### src/rtl/pe_conf_seq.sv
// pe_conf_seq: streams weight words serially into a daisy-chained PE array, then strobes the control values into every PE.
module pe_conf_seq #(
  parameter int NUM_PE = 4,
  parameter int M = 4,
  parameter int CL_IN = 4,
  parameter int CL1 = 2
) (
  input  logic             clk,
  input  logic             rst,
  input  logic             start,
  input  logic [CL_IN-1:0] cfg_bp_ch,
  input  logic [CL_IN-1:0] cfg_d_ch,
  input  logic [CL1-1:0]   cfg_bp_src,
  input  logic             wv_valid,
  input  logic [M-1:0]     wv_data,
  output logic             wv_ready,
  output logic [M-1:0]     w_in_o,
  output logic             w_conf_o,
  output logic             cntl_conf_o,
  output logic [CL_IN-1:0] bp_ch_o,
  output logic [CL_IN-1:0] d_ch_o,
  output logic [CL1-1:0]   bp_src_o,
  input  logic [CL_IN-1:0] en_in,
  output logic [CL_IN-1:0] en_out,
  output logic             busy,
  output logic             cfg_valid,
  output logic             done
);
  localparam int NW = 9 * NUM_PE;
  localparam int CW = NW > 1 ? $clog2(NW) : 1;
  typedef enum logic [2:0] {IDLE, LOAD_W, CNTL, WAIT, RUN} state_t;
  state_t state, state_n;
  logic [CW-1:0] cnt;
  logic xfer, go, last;
  assign wv_ready = state == LOAD_W;
  assign xfer = wv_valid & wv_ready;
  assign go = start & (state == IDLE || state == RUN);
  assign last = cnt == CW'(NW - 1);
  assign cntl_conf_o = state == WAIT;
  assign busy = state inside {LOAD_W, CNTL, WAIT};
  assign en_out = en_in & {CL_IN{cfg_valid}};
  always_comb begin
    state_n = go ? LOAD_W :
              (state == LOAD_W && xfer && last) ? CNTL :
              state == CNTL ? WAIT :
              state == WAIT ? RUN : state;
  end
  always_ff @(posedge clk) begin
    if (rst) begin
      state     <= IDLE;
      cnt       <= '0;
      w_in_o    <= '0;
      w_conf_o  <= 1'b0;
      bp_ch_o   <= '0;
      d_ch_o    <= '0;
      bp_src_o  <= '0;
      cfg_valid <= 1'b0;
      done      <= 1'b0;
    end else begin
      state    <= state_n;
      w_conf_o <= xfer;
      done     <= state == WAIT;
      if (xfer) begin
        w_in_o <= wv_data;
        cnt    <= last ? '0 : cnt + 1'b1;
      end
      // control values stay frozen from the start latch until the next restart
      if (go) begin
        cnt       <= '0;
        bp_ch_o   <= cfg_bp_ch;
        d_ch_o    <= cfg_d_ch;
        bp_src_o  <= cfg_bp_src;
        cfg_valid <= 1'b0;
      end else if (state == WAIT) begin
        cfg_valid <= 1'b1;
      end
    end
  end
endmodule

### config.mk
export PLATFORM = sky130hd
export DESIGN_NAME = pe_conf_seq
export DESIGN_NICKNAME = d
export VERILOG_FILES = /design/src/rtl/pe_conf_seq.sv
export SDC_FILE = /design/constraint.sdc
export NUM_CORES = 1
export LEC_CHECK = 0
export ABC_AREA = 1
export BUFFER_PORTS_ARGS = -buffer_cell sky130_fd_sc_hd__buf_2
export CORE_ASPECT_RATIO = 0.8
export CORE_MARGIN = 1.5
export CORE_UTILIZATION = 41
export CTS_CLUSTER_DIAMETER = 150
export CTS_CLUSTER_SIZE = 14
export DETAILED_ROUTE_END_ITERATION = 8
export PLACE_DENSITY = 0.84
export RECOVER_POWER = 25
export SLEW_MARGIN = 10
export SYNTH_ARGS = -nofsm -noshare
export SYNTH_HDL_FRONTEND = slang
export SYNTH_SLANG_ARGS = --single-unit
### constraint.sdc
create_clock -name clk -period 1.1 [get_ports clk]
set_input_delay 0.11 -clock clk [delete_from_list [all_inputs] [get_ports clk]]
set_output_delay 0.11 -clock clk [all_outputs]
set_load 0.05 [all_outputs]
# [Word level (Yosys, flattened, before mapping)]
# Cells that the tools add are included.
[totals] wordCells=34 input_bits=22 register_bits=26 out_inout_bits=24
[op_classes] addsub=1 n_eq_ne=5 reduce_logical=9 bitwise=3 muxes=5
[op_table] cell="$add A6 B1 Y6 const B" n=1
[op_table] cell="$eq A3 B2 Y1 const B" n=2
[op_table] cell="$eq A6 B6 Y1 const B" n=1
[op_table] cell="$mux W2" n=3
[op_table] cell="$mux W6" n=1
[op_table] cell="$reduce_bool A3 Y1" n=2
[op_table] cell="$and A4 B4 Y4" n=1
[op_table] cell="$reduce_bool A4 Y1" n=1
[op_table] cell="$reduce_or A4 Y1" n=1
[op_table] cell="$eq A3 B1 Y1 const B" n=1
[op_table] cell="$eq A3 B3 Y1 const B" n=1
[op_table] cell="$logic_not A3 Y1" n=1
[op_table] cell="$and A1 B1 Y1" n=2
[op_table] cell="$logic_and A1 B1 Y1" n=2
[op_table] cell="$reduce_or A2 Y1" n=1
[op_table] cell="$logic_or A1 B1 Y1" n=1
[op_table] cell="$mux W1" n=1

# [Depth between registers and ports, before layout]
[depth] word_depth=6 mapped_depth=8 mapped_depth_nobuf=8

# [Least setup slack after synthesis]
# OpenSTA, ideal clock, no wires.
[synth_path] path_type="flip-flop to output port" start="register state[1]" end="output busy" path_stages_with_launch=3 path_buffers=0 t_arrival_ns=1.529 slack_ns=-0.539 required_time_ns=0.990 path_cell_list="dfxtp_1 -> inv_2 -> o21ai_0"
[synth_between] elab_chain_len=2 word_cells_on_any_way=4 cone_classes="3 x eq/ne; 1 x reduce/logical"
[synth_rtl] item="start, declared" line_no="32" rtl="state_t state, state_n;"
[synth_rtl] item="start signal, assigned" line_no="60" rtl="state <= state_n;"
[synth_rtl] item="$eq A3 B1 Y1 or $eq A3 B2 Y1 (tied branches)" line_no="40" rtl="assign busy = state inside {LOAD_W, CNTL, WAIT};"
[synth_rtl] item="$reduce_bool A3 Y1 *" line_no="40"
[synth_rtl] item="end, declared" line_no="25" rtl="output logic busy,"
# Every way passes the cells marked *; elsewhere a longest branch is shown, timed or not.

# [Worst setup path in the final report]
# Same ends and word-level chain as after synthesis.

==> results.toml <==
[run_status]
outcome = "finished, violations left"
violations = "negative setup slack"

[floorplanning]
die-width_um = 60.1
core_area_sq_um = 2460
rows = 16
chipHeight_um = 48.7
design.die.area_sq_um = 2930
io_pins = 46
initial_utilization_pct = 43.4

[layout]
final_nets = 246
final_common_cell = "nor2_1"
drive_above_1_share_pct = 53.6
layout_common_cells = "nor2_1, buf_2, dfxtp_1, nand2_1, buf_4"
antennaDiodeCount = 0
area_growth_pct = 70.1

[run]
cap_violations = 0

[timing]
setup_viol = 24
period_needed_ps = 1270
hold_ws_ps = 19.7
grt_setup_unrepaired = "yes"
drv_slew = 0
fmax_mhz = 786
period_share_pct = 116
finalSetupTns_ps = -1740
max_slew_margin_pct = 81.8
fin_worst_skew_ps = 19.9
hold_viol = 0
worst_pin_slew_ps = 272
fin_ws_ps = -173

[yosys]
yosysWarningCount = 0
syn_nets = 176
ys_seq_elements = 26
yosysUniqueCellTypes = 17
syn_area_per_cell_sq_um = 6.99
syn-cell-area_sq_um = 1070
seq_area_frac_synth_pct = 48.7
syn_inst = 153

[clock_network]
cts_tree = "built"
clock_path_buffers = 2
cts.sinks = 26
h-tree-depth = 1
root_buffer = "clkbuf_4"
clk_pin_slew_ps = 150
cts_buffers = 3
insertion_delay_ps = 330

[placement]
place_ws_ps = -45.2
portBuffers = 45
gp_congestion = 0.832
hpwl_um = 1870

[worst_setup_path]
crit_required_ps = 990
start_kind = "register"
cp_max_fo = 3
crit_type = "reg2out"
cp-end-kind = "output pin"
cp.arrival_ps = 1160

[detailed_routing]
first_pass_iters = 4
via_count = 1227
first_iter_violations = 51
wl_per_cell_um = 12.1
drc = 0
antenna_left = 0
viasPerCell = 4.76
wirelength_um = 3110

[pwr]
cellLeakagePower_nw = 0.877
peakVddDrop_mv = 1.00
power_density_nw_per_um2 = 1150

[global_routing]
grt_usage_pct = 19.6
grt_pass1_wl_um = 4460
grt_max_degree = 15
antenna_found_initial = 0
grt_pass1_vias = 1108
grt-ovfl-total = 0

[hold_path]
min_path_type = "in2reg"
## synthesized netlist by cell type, drive strengths merged
cell type | number | area (sq um)
inv | 17 | 63.8
a21oi | 7 | 35.0
nand3 | 4 | 25.0
dfxtp | 26 | 521
nand4 | 4 | 25.0
o21ai | 16 | 80.1
ha | 1 | 12.5
clkinv | 1 | 3.75
nand2 | 26 | 97.6
nand3b | 1 | 7.51
nor2 | 47 | 179
buf | 1 | 11.3
clkbuf | 2 | 8.75
## through the flow
stage / utilization, % / std cells / instance area, sq um / total power [mW]
floorplan: - / 153 / 1100 / 1.35
global placement: 59.2 / 245 / 1460 / 1.48
detailed placement: 59.2 / 245 / 1460 / 1.48
CTS: 67.6 / 257 / 1670 / 2.02
global route: 73.9 / 258 / 1820 / 2.18
finish: 73.9 / 258 / 1820 / 2.09
## timing repair
item	in CTS	in global routing
setup buffers	6	1
gates cloned	1	0
endpoints found under the hold margin	3	0
pin swaps	9	19
hold buffers	1	0
setup endpoints to repair	26	37
gates resized for setup	40	56
## state kept, by name, indices dropped and copies added (netlist names)
name / count
done: 1
w_conf_o: 1
d_ch_o: 4
cnt: 6
cfg_valid: 1
state: 3
w_in_o: 4
bp_ch_o: 4
bp_src_o: 2
## final timing paths
check	startpoint	endpoint	slack, ps	depth (start not counted)
setup / recovery	state[1]$_SDFFE_PP0P_	busy	-170	4
hold / removal	cfg_d_ch[3]	d_ch_o[3]$_SDFFE_PP0P_	20	3
setup reg to reg	state[0]$_SDFFE_PP0P_	cnt[5]$_SDFFE_PP0P_	-140	7
hold reg to reg	w_in_o[3]$_SDFFE_PP0P_	w_in_o[3]$_SDFFE_PP0P_	480	2
## layout make-up
| type | count | area (sq um) |
|---|---|---|
| fillers | 181 | 643 |
| multi-input cells | 106 | 616 |
| flip-flops and latches | 26 | 531 |
| repair buffers | 67 | 505 |
| inverters | 18 | 77.6 |
| well taps | 36 | 45.0 |
| clock buffers | 4 | 36.3 |
| repair inverters | 1 | 8.76 |
## cells by family after synthesis
group,after synthesis,share of synthesized area (%)
fa+ha+maj,1,1.17
buf+inv,21,8.19
simple gates,82,31.2
flops,26,48.7
compound gates,23,10.8
## routing by layer
layer | part of all wire, % | global-route usage [%] | vias up
met5 | 0 | 0 | -
met1 | 42 | 23.7 | 556
met4 | 1.2 | 2.59 | 0
li1 | - | - | 620
met3 | 5.1 | 6.68 | 6
met2 | 52 | 33.9 | 45
## power breakdown
part | switching (mW) | internal [mW] | leakage (nW)
logic | 0.373 | 0.204 | 0.640
clock network | 0.285 | 0.203 | 0.0210
registers | 0.0292 | 0.991 | 0.216
total | 0.688 | 1.40 | 0.877
## worst max-delay path, stage by stage, from the launching register on
cell and delay, ps:
dfxtp_2 380, inv_2 50, buf_6 110, o21ai_2 120, buf_6 170
Power figures use the tool's default switching activity.
